File: config.mk
export PLATFORM = sky130hd
export DESIGN_NAME = common_fifo_buffer
export DESIGN_NICKNAME = d
export VERILOG_FILES = /design/src/rtl/common_fifo_buffer.sv
export SDC_FILE = /design/constraint.sdc
export NUM_CORES = 1
export LEC_CHECK = 0
export BUFFER_PORTS_ARGS = -buffer_cell sky130_fd_sc_hd__buf_4
export CELL_PAD_IN_SITES_DETAIL_PLACEMENT = 0
export CELL_PAD_IN_SITES_GLOBAL_PLACEMENT = 2
export CORE_MARGIN = 1.5
export CORE_UTILIZATION = 31
export CTS_CLUSTER_DIAMETER = 120
export DETAILED_ROUTE_END_ITERATION = 10
export PLACE_DENSITY = 0.82
export SYNTH_ARGS = -nofsm -noshare
export SYNTH_HDL_FRONTEND = slang
export SYNTH_SLANG_ARGS = --single-unit
File: constraint.sdc
create_clock -name clk -period 2 [get_ports clk]
set_input_delay 0.3 -clock clk [delete_from_list [all_inputs] [get_ports clk]]
set_output_delay 0.3 -clock clk [all_outputs]
set_load 0.01 [all_outputs]
File: src/rtl/common_fifo_buffer.sv
// Synchronous valid/ready FIFO stage that decouples consumer back-pressure from the upstream arbiter.
// Define COMMON_FIFO_BUFFER_FULL_PASSTHROUGH_EN to accept a write while full if the head is popping in the same cycle.
module common_fifo_buffer #(
  parameter int unsigned BUFFER_WIDTH      = 1,
  parameter int unsigned BUFFER_DEPTH_LOG2 = 2
) (
  input  logic                         clk,
  input  logic                         reset,
  input  logic [BUFFER_WIDTH-1:0]      prev_i_data,
  input  logic                         prev_i_valid,
  output logic                         prev_o_ready,
  output logic [BUFFER_WIDTH-1:0]      next_o_data,
  output logic                         next_o_valid,
  input  logic                         next_i_ready,
  output logic [BUFFER_DEPTH_LOG2:0]   o_count
);

  localparam int unsigned PTR_W = BUFFER_DEPTH_LOG2;
  localparam int unsigned CNT_W = BUFFER_DEPTH_LOG2 + 1;
  localparam int unsigned DEPTH = 1 << BUFFER_DEPTH_LOG2;

  logic [BUFFER_WIDTH-1:0] mem_q [DEPTH];
  logic [PTR_W-1:0]        wr_ptr_q, wr_ptr_d;
  logic [PTR_W-1:0]        rd_ptr_q, rd_ptr_d;
  logic [CNT_W-1:0]        count_q, count_d;
  logic                    empty, full, push, pop;

  assign empty = (count_q == '0);
  assign full  = (count_q == CNT_W'(DEPTH));

  // Ready decodes only the registered count, unless passthrough lets a same-cycle pop free the slot.
`ifdef COMMON_FIFO_BUFFER_FULL_PASSTHROUGH_EN
  assign prev_o_ready = ~full | next_i_ready;
`else
  assign prev_o_ready = ~full;
`endif

  assign next_o_valid = ~empty;
  assign next_o_data  = mem_q[rd_ptr_q] & {BUFFER_WIDTH{next_o_valid}};
  assign o_count      = count_q;

  assign push = prev_i_valid & prev_o_ready;
  assign pop  = next_o_valid & next_i_ready;

  always_comb begin
    wr_ptr_d = wr_ptr_q;
    rd_ptr_d = rd_ptr_q;
    count_d  = count_q;
    if (push) wr_ptr_d = wr_ptr_q + PTR_W'(1);
    if (pop)  rd_ptr_d = rd_ptr_q + PTR_W'(1);
    case ({push, pop})
      2'b10:   count_d = count_q + CNT_W'(1);
      2'b01:   count_d = count_q - CNT_W'(1);
      default: count_d = count_q;
    endcase
  end

  always_ff @(posedge clk or negedge reset) begin
    if (!reset) begin
      wr_ptr_q <= '0;
      rd_ptr_q <= '0;
      count_q  <= '0;
    end else begin
      wr_ptr_q <= wr_ptr_d;
      rd_ptr_q <= rd_ptr_d;
      count_q  <= count_d;
    end
  end

  // Storage is intentionally left unreset; the AND gate on next_o_data hides stale contents.
  always_ff @(posedge clk) begin
    if (push) mem_q[wr_ptr_q] <= prev_i_data;
  end

endmodule

# Yosys cells after proc, flatten, opt, wreduce, memory -nomap -nowiden
# Memories as Yosys holds them, arrays and structs flattened.
# Index checks and enable logic that the tools add are counted.
# classes
add_sub_neg	4
n_reduce_logical	2
mux	3
n_bitwise	5
eq_ne	3
# ops
operator	n
$pmux 3 s2	1
$add 2x1->2 const B	2
$add 3x1->3 const B	1
$and 1x1->1	3
$eq 3x3->1 const B	1
$logic_not 3->1	1
$sub 3x1->3 const B	1
$eq 2x1->1 const B	1
$eq 2x2->1 const B	1
$mux 1	2
$not 1->1	2
$reduce_bool 2->1	1
# totals
inputBits	5
out_inout_bits	6
register_bits	7
elab_cells	21
ramBits	4
memories	1
# mem_list
name	depth	width	rd	rd_clocked_by_memory_dff	write_ports	line_no	source
mem_q	4	1	1	0	1	22	logic [BUFFER_WIDTH-1:0] mem_q [DEPTH];

# Longest topological paths before layout
# Gate-level depths: netlist (run 1).
# logic_depth
ltp_word	5
depth_mapped	9
mapped_depth_nobuf	9

# Worst setup path after synthesis (run 1)
# OpenSTA, ideal clock, no wires.
# synth_path
path_kind	register -> register
startpoint	register count_q[0] (netlist: o_count[0])
endpoint	register count_q[2] (netlist: o_count[2])
setup_ns	0.079
t_arrival_ns	2.058
path_stages_with_launch	10
setup_slack_ns	-0.137
n_path_buf	0
synth_period_minus_slack_ns	2.137
required_ns	1.921
cell_sequence	dfrtp_1 > or3b_4 > and2_4 > inv_1 > ha_1 > inv_1 > fa_1 > xor2_1 > nor2_1 > xor2_1
# synth_via
elab_chain_cells	5
word_cells_on_any_way	12
cone_classes	add/sub: 2; eq/ne: 3; mux: 1; bitwise: 4; reduce/logical: 2
# synth_rtl
element	line_no	source
from (decl)	25	logic [CNT_W-1:0] count_q, count_d;
from (signal assigned)	66	count_q <= count_d;
$eq 3x3->1 (*)	29	assign full = (count_q == CNT_W'(DEPTH));
$not 1->1 (*)	35	assign prev_o_ready = ~full;
via prev_o_ready	11	output logic prev_o_ready,
$and 1x1->1 (*)	42	assign push = prev_i_valid & prev_o_ready;
$eq 2x1->1 / $eq 2x2->1 (equally long branches)	51	case ({push, pop})
$pmux 3 s2 / $reduce_bool 2->1 (equally long branches)	-	
# The timed path passes the listed nets; every way through them passes the cells marked *.
# A chain may end at the register's enable or synchronous reset.

# Worst setup path in the final report (run 1)
# layout_path
startpoint	register count_q[0] (netlist: o_count[0])
endpoint	register count_q[2] (netlist: o_count[2])
# layout_via
elab_chain_cells	5
word_cells_on_any_way	12
cone_classes	add/sub: 2; eq/ne: 3; mux: 1; bitwise: 4; reduce/logical: 2
# layout_rtl
element	line_no
$eq 3x3->1 / $logic_not 3->1 (equally long branches)	29, 28
$not 1->1 (on tied branches)	35, 38
$and 1x1->1 (on tied branches)	42, 43
$eq 2x1->1 / $eq 2x2->1 (equally long branches)	51
$pmux 3 s2 / $reduce_bool 2->1 (equally long branches)	-
# Parallel ways exist; a longest one is shown, timed or not.

==> results of run 1 <==
[routing by layer]
layer  vias up  share of wire [%]
met5         -                  0
met1       170                 43
met3         2                3.6
met2         7                 52
met4         0                1.1
li1        190                  -
[worst paths after layout]
path	startpoint	endpoint	slack (ps)	cells past startpoint
max in group asynchronous	reset	rd_ptr_q[0]	1470	2
min in group asynchronous	reset	o_count[1]	400	2
min	prev_i_data	mem_q[3]	250	1
max reg2reg	o_count[0]	o_count[2]	10	9
max	o_count[0]	o_count[2]	10	9
min reg2reg	rd_ptr_q[1]	rd_ptr_q[1]	520	1
[placed cells by master (no fill, tap or decap)]
| cell | n |
|---|---|
| buf_4 | 18 |
| or3_4 | 1 |
| xnor2_1 | 3 |
| inv_2 | 2 |
| mux2i_1 | 1 |
| inv_1 | 4 |
| mux4_2 | 1 |
| o31a_2 | 1 |
| fa_2 | 1 |
| and2_1 | 1 |
| and3_2 | 4 |
| and2_4 | 1 |
| ha_1 | 4 |
| clkbuf_1 | 1 |
| xor2_1 | 3 |
| ha_4 | 1 |
| dfrtp_1 | 6 |
| or3b_4 | 1 |
| nand2_1 | 1 |
| mux2_4 | 1 |
| edfxtp_1 | 4 |
| dfrtp_2 | 1 |
| dlygate4sd3_1 | 1 |
| nor2_1 | 1 |
| clkbuf_4 | 3 |
[sequential cells by signal, indices dropped and copies added (netlist names)]
register  count
mem_q         4
wr_ptr_q      2
rd_ptr_q      2
o_count       3
[stage by stage]
stage,std cells,setup TNS (ps),hold slack (ps),area [um2]
after global routing,91,-63.6,241,805
after detailed placement,83,-7.65,116,742
after floorplan,43,-64.3,4.41,598
after CTS,90,-6.38,238,793
after global placement,83,0,116,742
final,91,0,245,805
[repair_timing]
item	4_1_cts	5_1_grt
setup endpoints to repair	1	1
buffers inserted	2	1
hold buffers	1	0
resized for setup	0	1
hold endpoints to repair	7	0
pin swaps	6	5
[cells by family after synthesis]
kind of cell	Yosys count	share of synthesized area [%]
buffers and inverters	6	3.87
xor gates and xnor gates	6	9.03
AOI/OAI and AO/OA	1	1.72
DFF	11	50.8
muxes	3	8.17
and+or+nand+nor	10	12.3
adders and majority gates	6	14.2
[worst max-delay path, stage by stage, from the launching register on]
cell and delay (ps):
dfrtp_2 400, or3b_4 400, and2_4 150, inv_2 50
ha_4 120, inv_2 30, fa_2 320, xor2_1 150
nor2_1 120, xor2_1 150
[area by class of cell]
type | instances | area [um2]
repair buffers | 19 | 145
flip-flops and latches | 11 | 297
clock buffers | 4 | 26.3
well taps | 25 | 31.3
fillers | 160 | 941
inverters | 6 | 22.5
multi-input cells | 26 | 283
[report_power, final]
group          internal [mW]  total (mW)  switching, mW
Sequential             0.333       0.394         0.0610
Combinational          0.383       0.655          0.271
Clock                 0.0767       0.142         0.0649
Total                  0.793        1.19          0.397
==> results by group, run 1 <==
Run status
  • Status: finished, final reports clean

Detailed routing
  • Vias: 369
  • Via-to-Cell Ratio: 4.05
  • TritonRoute pass-1 iters: 4
  • Drt total wl: 890 um
  • Post-DRT Antenna Nets: 0
  • Initial DRC Count: 2
  • DRC errors left: 0
  • Avg WL per Cell: 9.78 um

Die
  • # rows: 15
  • Die height: 46.3 um
  • CORE AREA: 0.00175 mm2
  • Io pins: 11
  • Die X: 46.3 um
  • DIE AREA: 0.00215 mm2
  • Initial Util: 33.3%

Hold path
  • Worst hold path type: input pin to flop

Global routing
  • Met1 usage: 13.8%
  • First-pass GRT wire length: 1550 um
  • Initial antenna violation count: 0
  • Number of global-route vias before repair: 375
  • GRT Resource Usage Total: 10.1%
  • GRT Max-Usage Layer: met2
  • Grt total ovfl: 0
  • Met2 Usage GRT: 15.6%
  • Met3 Use GR: 1.18%
  • Largest net degree at the start of global routing: 8

Finish
  • Fin nets: 78
  • Diodes inserted: 0
  • Final Util: 46.1%
  • Synthesis-to-layout area growth: 38.3%
  • Share of layout cells above drive strength 1: 54.5%

Job
  • Number of max-cap violations: 0

Power
  • Leakage: 0.376 nW
  • Cell Pwr Density: 1480 mW/mm2
  • Tot Pwr: 1.19 mW
  • Maximum vdd drop: 0.000667 V

STA
  • Clock period minus worst slack: 1990 ps
  • Endpoints failing hold: 0
  • RSZ-0062 raised after global routing: true
  • Max Fclk: 503 MHz
  • Max-slew headroom: 91.2%
  • Transition time of the tightest slew-check pin: 129 ps
  • Final setup fails: 0
  • Worst Skew: 10.9 ps
  • Fin. max-slew vios: 0
  • Final worst setup slack: 12.3 ps
  • Crit share post-route: 99.4%

Clocking
  • H-Tree Level Count: 1
  • Worst-Skew Late Latency: 260 ps
  • CTS Buffer Depth: 2
  • Clock sinks: 11
  • CTS tree: built
  • CTS root buf: clkbuf_4
  • Clk slew on worst S/H paths: 70 ps
  • CTS Buf Count: 3

Placed design
  • IO Port Bufs: 10
  • GPL Wtd Cong: 0.653
  • Pre-CTS setup slack: -7.65 ps

Critical path
  • Category of the critical setup timing path: flop to flop
  • Crit start category: flop
  • CP required: 2180 ps
  • Crit path max fanout: 2
  • Crit path arrival time: 2160 ps
  • Worst setup EP type: flop

Logic synthesis
  • Mapped Nets: 54
  • Ranking of synthesized cells by area: dfrtp_1 (30%), edfxtp_1 (21%), ha_1 (11%)
  • Post-synthesis async set-or-reset flop share: 63.6%
  • Cell taking the most area after synthesis: dfrtp_1
  • Synth Area per Inst: 13.5 um2
  • Area of the mapped netlist: 582 um2
  • Synth Register Bits: 11
  • Sequential area share after synthesis: 50.8%
  • Most frequent cell after synthesis: dfrtp_1
  • Cells after synthesis: 43
  • Leading cell types by count after synthesis: dfrtp_1 (7), inv_1 (6), ha_1 (5), and3_2 (4), edfxtp_1 (4)
  • Commonest register cell after synthesis: dfrtp_1
  • Post-synthesis cell type count: 18
  • Synth Warn #: 0
  • Synth top area share: 30.1%
  • Post-synth EDFFs: 4
Note: power is estimated with default switching activity, not from simulation.
==> run 2: changes to the inputs <==
--- a/config.mk
+++ b/config.mk
@@ -5,14 +5,15 @@
 export SDC_FILE = /design/constraint.sdc
 export NUM_CORES = 1
 export LEC_CHECK = 0
+export ABC_AREA = 1
 export BUFFER_PORTS_ARGS = -buffer_cell sky130_fd_sc_hd__buf_4
 export CELL_PAD_IN_SITES_DETAIL_PLACEMENT = 0
 export CELL_PAD_IN_SITES_GLOBAL_PLACEMENT = 2
 export CORE_MARGIN = 1.5
-export CORE_UTILIZATION = 31
+export CORE_UTILIZATION = 29
 export CTS_CLUSTER_DIAMETER = 120
 export DETAILED_ROUTE_END_ITERATION = 10
-export PLACE_DENSITY = 0.82
+export PLACE_DENSITY = 0.84
 export SYNTH_ARGS = -nofsm -noshare
 export SYNTH_HDL_FRONTEND = slang
 export SYNTH_SLANG_ARGS = --single-unit
==> run 2 against run 1 <==
  * Hold slack got worse by 11 ps
  * Sequential share of layout area fell by 0.44 points
  * Routed wire length rose by 18%
  * Sequential power rose by 6.3%
  * Maximum frequency rose by 12%
  * Critical endpoint unchanged
  * Sequential cell count did not move
  * Count of clock-buffer cells in the layout did not move
  * First-iteration DRC count rose to 3.0 times the previous value
==> results by group, run 2 <==
Clocking
  • CTS tree: built (unchanged)
  • CTS Hold Bufs: 1 (unchanged)
  • CTS Buf Count: 3 (unchanged)
  • Clock sinks: 11 (unchanged)
  • CTS root buf: clkbuf_4 (unchanged)
  • CTS Buffer Depth: 2 (unchanged)
  • Clk slew on worst S/H paths: 70 ps (about the same)
  • H-Tree Level Count: 1 (unchanged)
  • Worst-Skew Late Latency: 260 ps (about the same)
  • Post_cts resized: 0 (unchanged)
  • Buffer count from post-CTS setup fixing: 0 (was 2)

Global routing
  • Largest net degree at the start of global routing: 8 (unchanged)
  • First-pass GRT wire length: 1890 um (was 1550 um)
  • Initial antenna violation count: 0 (unchanged)
  • Number of global-route vias before repair: 442 (was 375)
  • Grt total ovfl: 0 (unchanged)
  • GRT Resource Usage Total: 10.1% (about the same)

Detailed routing
  • TritonRoute pass-1 iters: 4 (unchanged)
  • Via-to-Cell Ratio: 3.94 (was 4.05)
  • Initial DRC Count: 6 (was 2)
  • Avg WL per Cell: 9.04 um (was 9.78 um)
  • Vias: 457 (was 369)
  • Post-DRT Antenna Nets: 0 (unchanged)
  • Drt total wl: 1050 um (was 890 um)
  • DRC errors left: 0 (unchanged)

Finish
  • Most frequent cells in the layout: inv_1 (16), nand2_1 (15), buf_4 (10), dfrtp_1 (7), nand3_1 (6) (was buf_4 (18), dfrtp_1 (6))
  • Commonest non-fill, non-tap cell in the layout: inv_1 (was buf_4)
  • Share of layout cells above drive strength 1: 27.3% (was 54.5%)
  • Max FFs per register: 4 (unchanged)
  • Synthesis-to-layout area growth: 22.0% (was 38.3%)
  • Fin nets: 100 (was 78)
  • Diodes inserted: 0 (unchanged)
  • Top reg by flops: mem_q (unchanged)
  • Final Util: 37.0% (was 46.1%)
  • Design area: 811 um2 (was 805 um2)

Logic synthesis
  • Largest family of logic cells by synthesized area: simple AND/OR/NAND/NOR gates (was adder cells)
  • Ranking of synthesized cells by area: dfrtp_1 (26%), edfxtp_1 (18%), ha_1 (9.4%) (was dfrtp_1 (30%), edfxtp_1 (21%), ha_1 (11%))
  • Mapped Nets: 84 (was 54)
  • Post-synthesis cell type count: 17 (was 18)
  • Synth top area share: 26.4% (was 30.1%)
  • Post-synthesis mux area share: 0% (was 8.17%)
  • Commonest register cell after synthesis: dfrtp_1 (unchanged)
  • Complex-gate fraction of the synthesized area: 3.39% (was 1.72%)
  • Simple logic cell fraction of the synthesized area: 25.8% (was 12.3%)
  • Most frequent cell after synthesis: inv_1 (was dfrtp_1)
  • Synth Warn #: 0 (unchanged)
  • Post-synth EDFFs: 4 (unchanged)
  • Cells after synthesis: 73 (was 43)
  • Post-Synth XOR/XNOR Area: 2.64% (was 9.03%)
  • Leading cell types by count after synthesis: inv_1 (16), nand2_1 (15), dfrtp_1 (7), nand3_1 (6), ha_1 (5) (was dfrtp_1 (7), inv_1 (6), ha_1 (5), and3_2 (4), edfxtp_1 (4))
  • Cell taking the most area after synthesis: dfrtp_1 (unchanged)
  • Area of the mapped netlist: 664 um2 (was 582 um2)
  • Post-synthesis async set-or-reset flop share: 63.6% (unchanged)
  • Sequential area share after synthesis: 44.4% (was 50.8%)
  • Synth Area per Inst: 9.10 um2 (was 13.5 um2)
  • Synth Register Bits: 11 (unchanged)
  • Post-synthesis adder-cell area fraction: 12.4% (was 14.2%)

STA
  • Clock period minus worst slack: 1770 ps (was 1990 ps)
  • Worst Skew: 1.75 ps (was 10.9 ps)
  • Fin. max-slew vios: 0 (unchanged)
  • Setup TNS: 0 ps (unchanged)
  • Endpoints failing hold: 0 (unchanged)
  • Crit share post-route: 88.7% (was 99.4%)
  • Final setup fails: 0 (unchanged)
  • Max Fclk: 564 MHz (was 503 MHz)
  • Max-slew headroom: 86.5% (was 91.2%)
  • Transition time of the tightest slew-check pin: 201 ps (was 129 ps)
  • RSZ-0062 raised after global routing: false (was true)

Critical path
  • Crit path max-delay family: adder cells (was simple AND/OR/NAND/NOR gates)
  • CP max-delay cell: dfrtp_1 (was dfrtp_2)
  • Crit path top cell by count: nand2_1
  • Crit start category: flop (unchanged)
  • Crit path max fanout: 7 (was 2)
  • Crit path arrival time: 1930 ps (was 2160 ps)
  • Category of the critical setup timing path: flop to flop (unchanged)
  • Critical-path cell list: inv_2, nand3_4, nand2_4, ha_1, inv_1, fa_1, nand2_1, nand3_1, nand2_1, nand2_1 (was or3b_4, and2_4, inv_2, ha_4, inv_2, fa_2, xor2_1, nor2_1, xor2_1)
  • CP bufs+invs: 2 (unchanged)
  • CP required: 2160 ps (was 2180 ps)
  • Worst setup EP type: flop (unchanged)
  • Crit-path max cell delay: 420 ps (was 400 ps)

Die
  • # rows: 17 (was 15)
  • DIE AREA: 0.00259 mm2 (was 0.00215 mm2)
  • Die X: 50.9 um (was 46.3 um)
  • Initial Util: 30.3% (was 33.3%)
  • CORE AREA: 0.00219 mm2 (was 0.00175 mm2)
  • Die height: 50.9 um (was 46.3 um)
  • Io pins: 11 (unchanged)

Power
  • Leakage: 0.415 nW (was 0.376 nW)
  • Maximum vdd drop: 0.000561 V (was 0.000667 V)
  • Cell Pwr Density: 1470 mW/mm2 (was 1480 mW/mm2)

Job
  • Number of max-cap violations: 0 (unchanged)

Placed design
  • Post-DP HPWL: 817 um
  • IO Port Bufs: 10 (unchanged)
  • GPL Wtd Cong: 0.723 (was 0.653)
  • Area after DPL: 774 um2 (was 742 um2)

Run status
  • Status: finished, final reports clean (unchanged)

Hold path
  • Worst hold path type: input pin to flop (unchanged)
[run 2: area by class of cell]
class,instances,area [um2]
Clock buffer,4,26.3
Timing Repair Buffer,11,85.1
Multi-Input combinational cell,42,294
Inverter,20,75.1
Fill cell,240,1380
Tap cell,28,35.0
Sequential cell,11,295
[run 2: worst register-to-register path, stage by stage, from the launching register on]
cell     delay (ps)
dfrtp_1         420
inv_2           140
nand3_4         110
nand2_4         110
ha_1            170
inv_1            60
fa_1            380
nand2_1         100
nand3_1          70
nand2_1          60
nand2_1          50
[run 2: cells by family (layout without fill, tap and decap cells)]
| kind of cell | after synthesis | after routing |
|---|---|---|
| and+or+nand+nor | 31 | 31 |
| buffers and inverters | 20 | 35 |
| DFF | 11 | 11 |
| adders and majority gates | 6 | 6 |
| AOI/OAI and AO/OA | 3 | 3 |
| xor gates and xnor gates | 2 | 2 |
[run 2: final timing paths]
kind                        startpoint          end  slack (ps)  cells after the start
min in group asynchronous        reset   o_count[0]         390                      2
min reg2reg                 o_count[0]   o_count[0]         520                      1
max reg2reg                 o_count[0]   o_count[2]         230                     10
max                         o_count[0]   o_count[2]         230                     10
max in group asynchronous        reset  wr_ptr_q[1]        1490                      2
min                        prev_i_data     mem_q[0]         230                      1
[run 2: through the flow]
stage | total power [mW] | std cells | worst slack [ps] | hold slack (ps)
finish | 1.19 | 116 | 227 | 234
floorplan | 0.859 | 73 | 279 | 4.41
global placement | 1.04 | 111 | 270 | 122
global route | 1.33 | 116 | 106 | 214
detailed placement | 1.05 | 111 | 230 | 120
CTS | 1.21 | 116 | 208 | 226
[run 2: metal layers]
layer  up-vias  track usage (%)  wire length (um)
met1       199             12.7               535
li1        250                -                 -
met2         8             14.7               461
met5         -                0                 0
met4         0             6.76                 0
met3         0             3.51                52
[run 2: report_power, final]
group          internal, mW  total [mW]  leakage (nW)  switching, mW
logic                 0.274       0.619         0.279          0.346
clock network        0.0771       0.153        0.0150         0.0755
registers             0.326       0.419         0.121         0.0934
total                 0.676        1.19         0.415          0.515
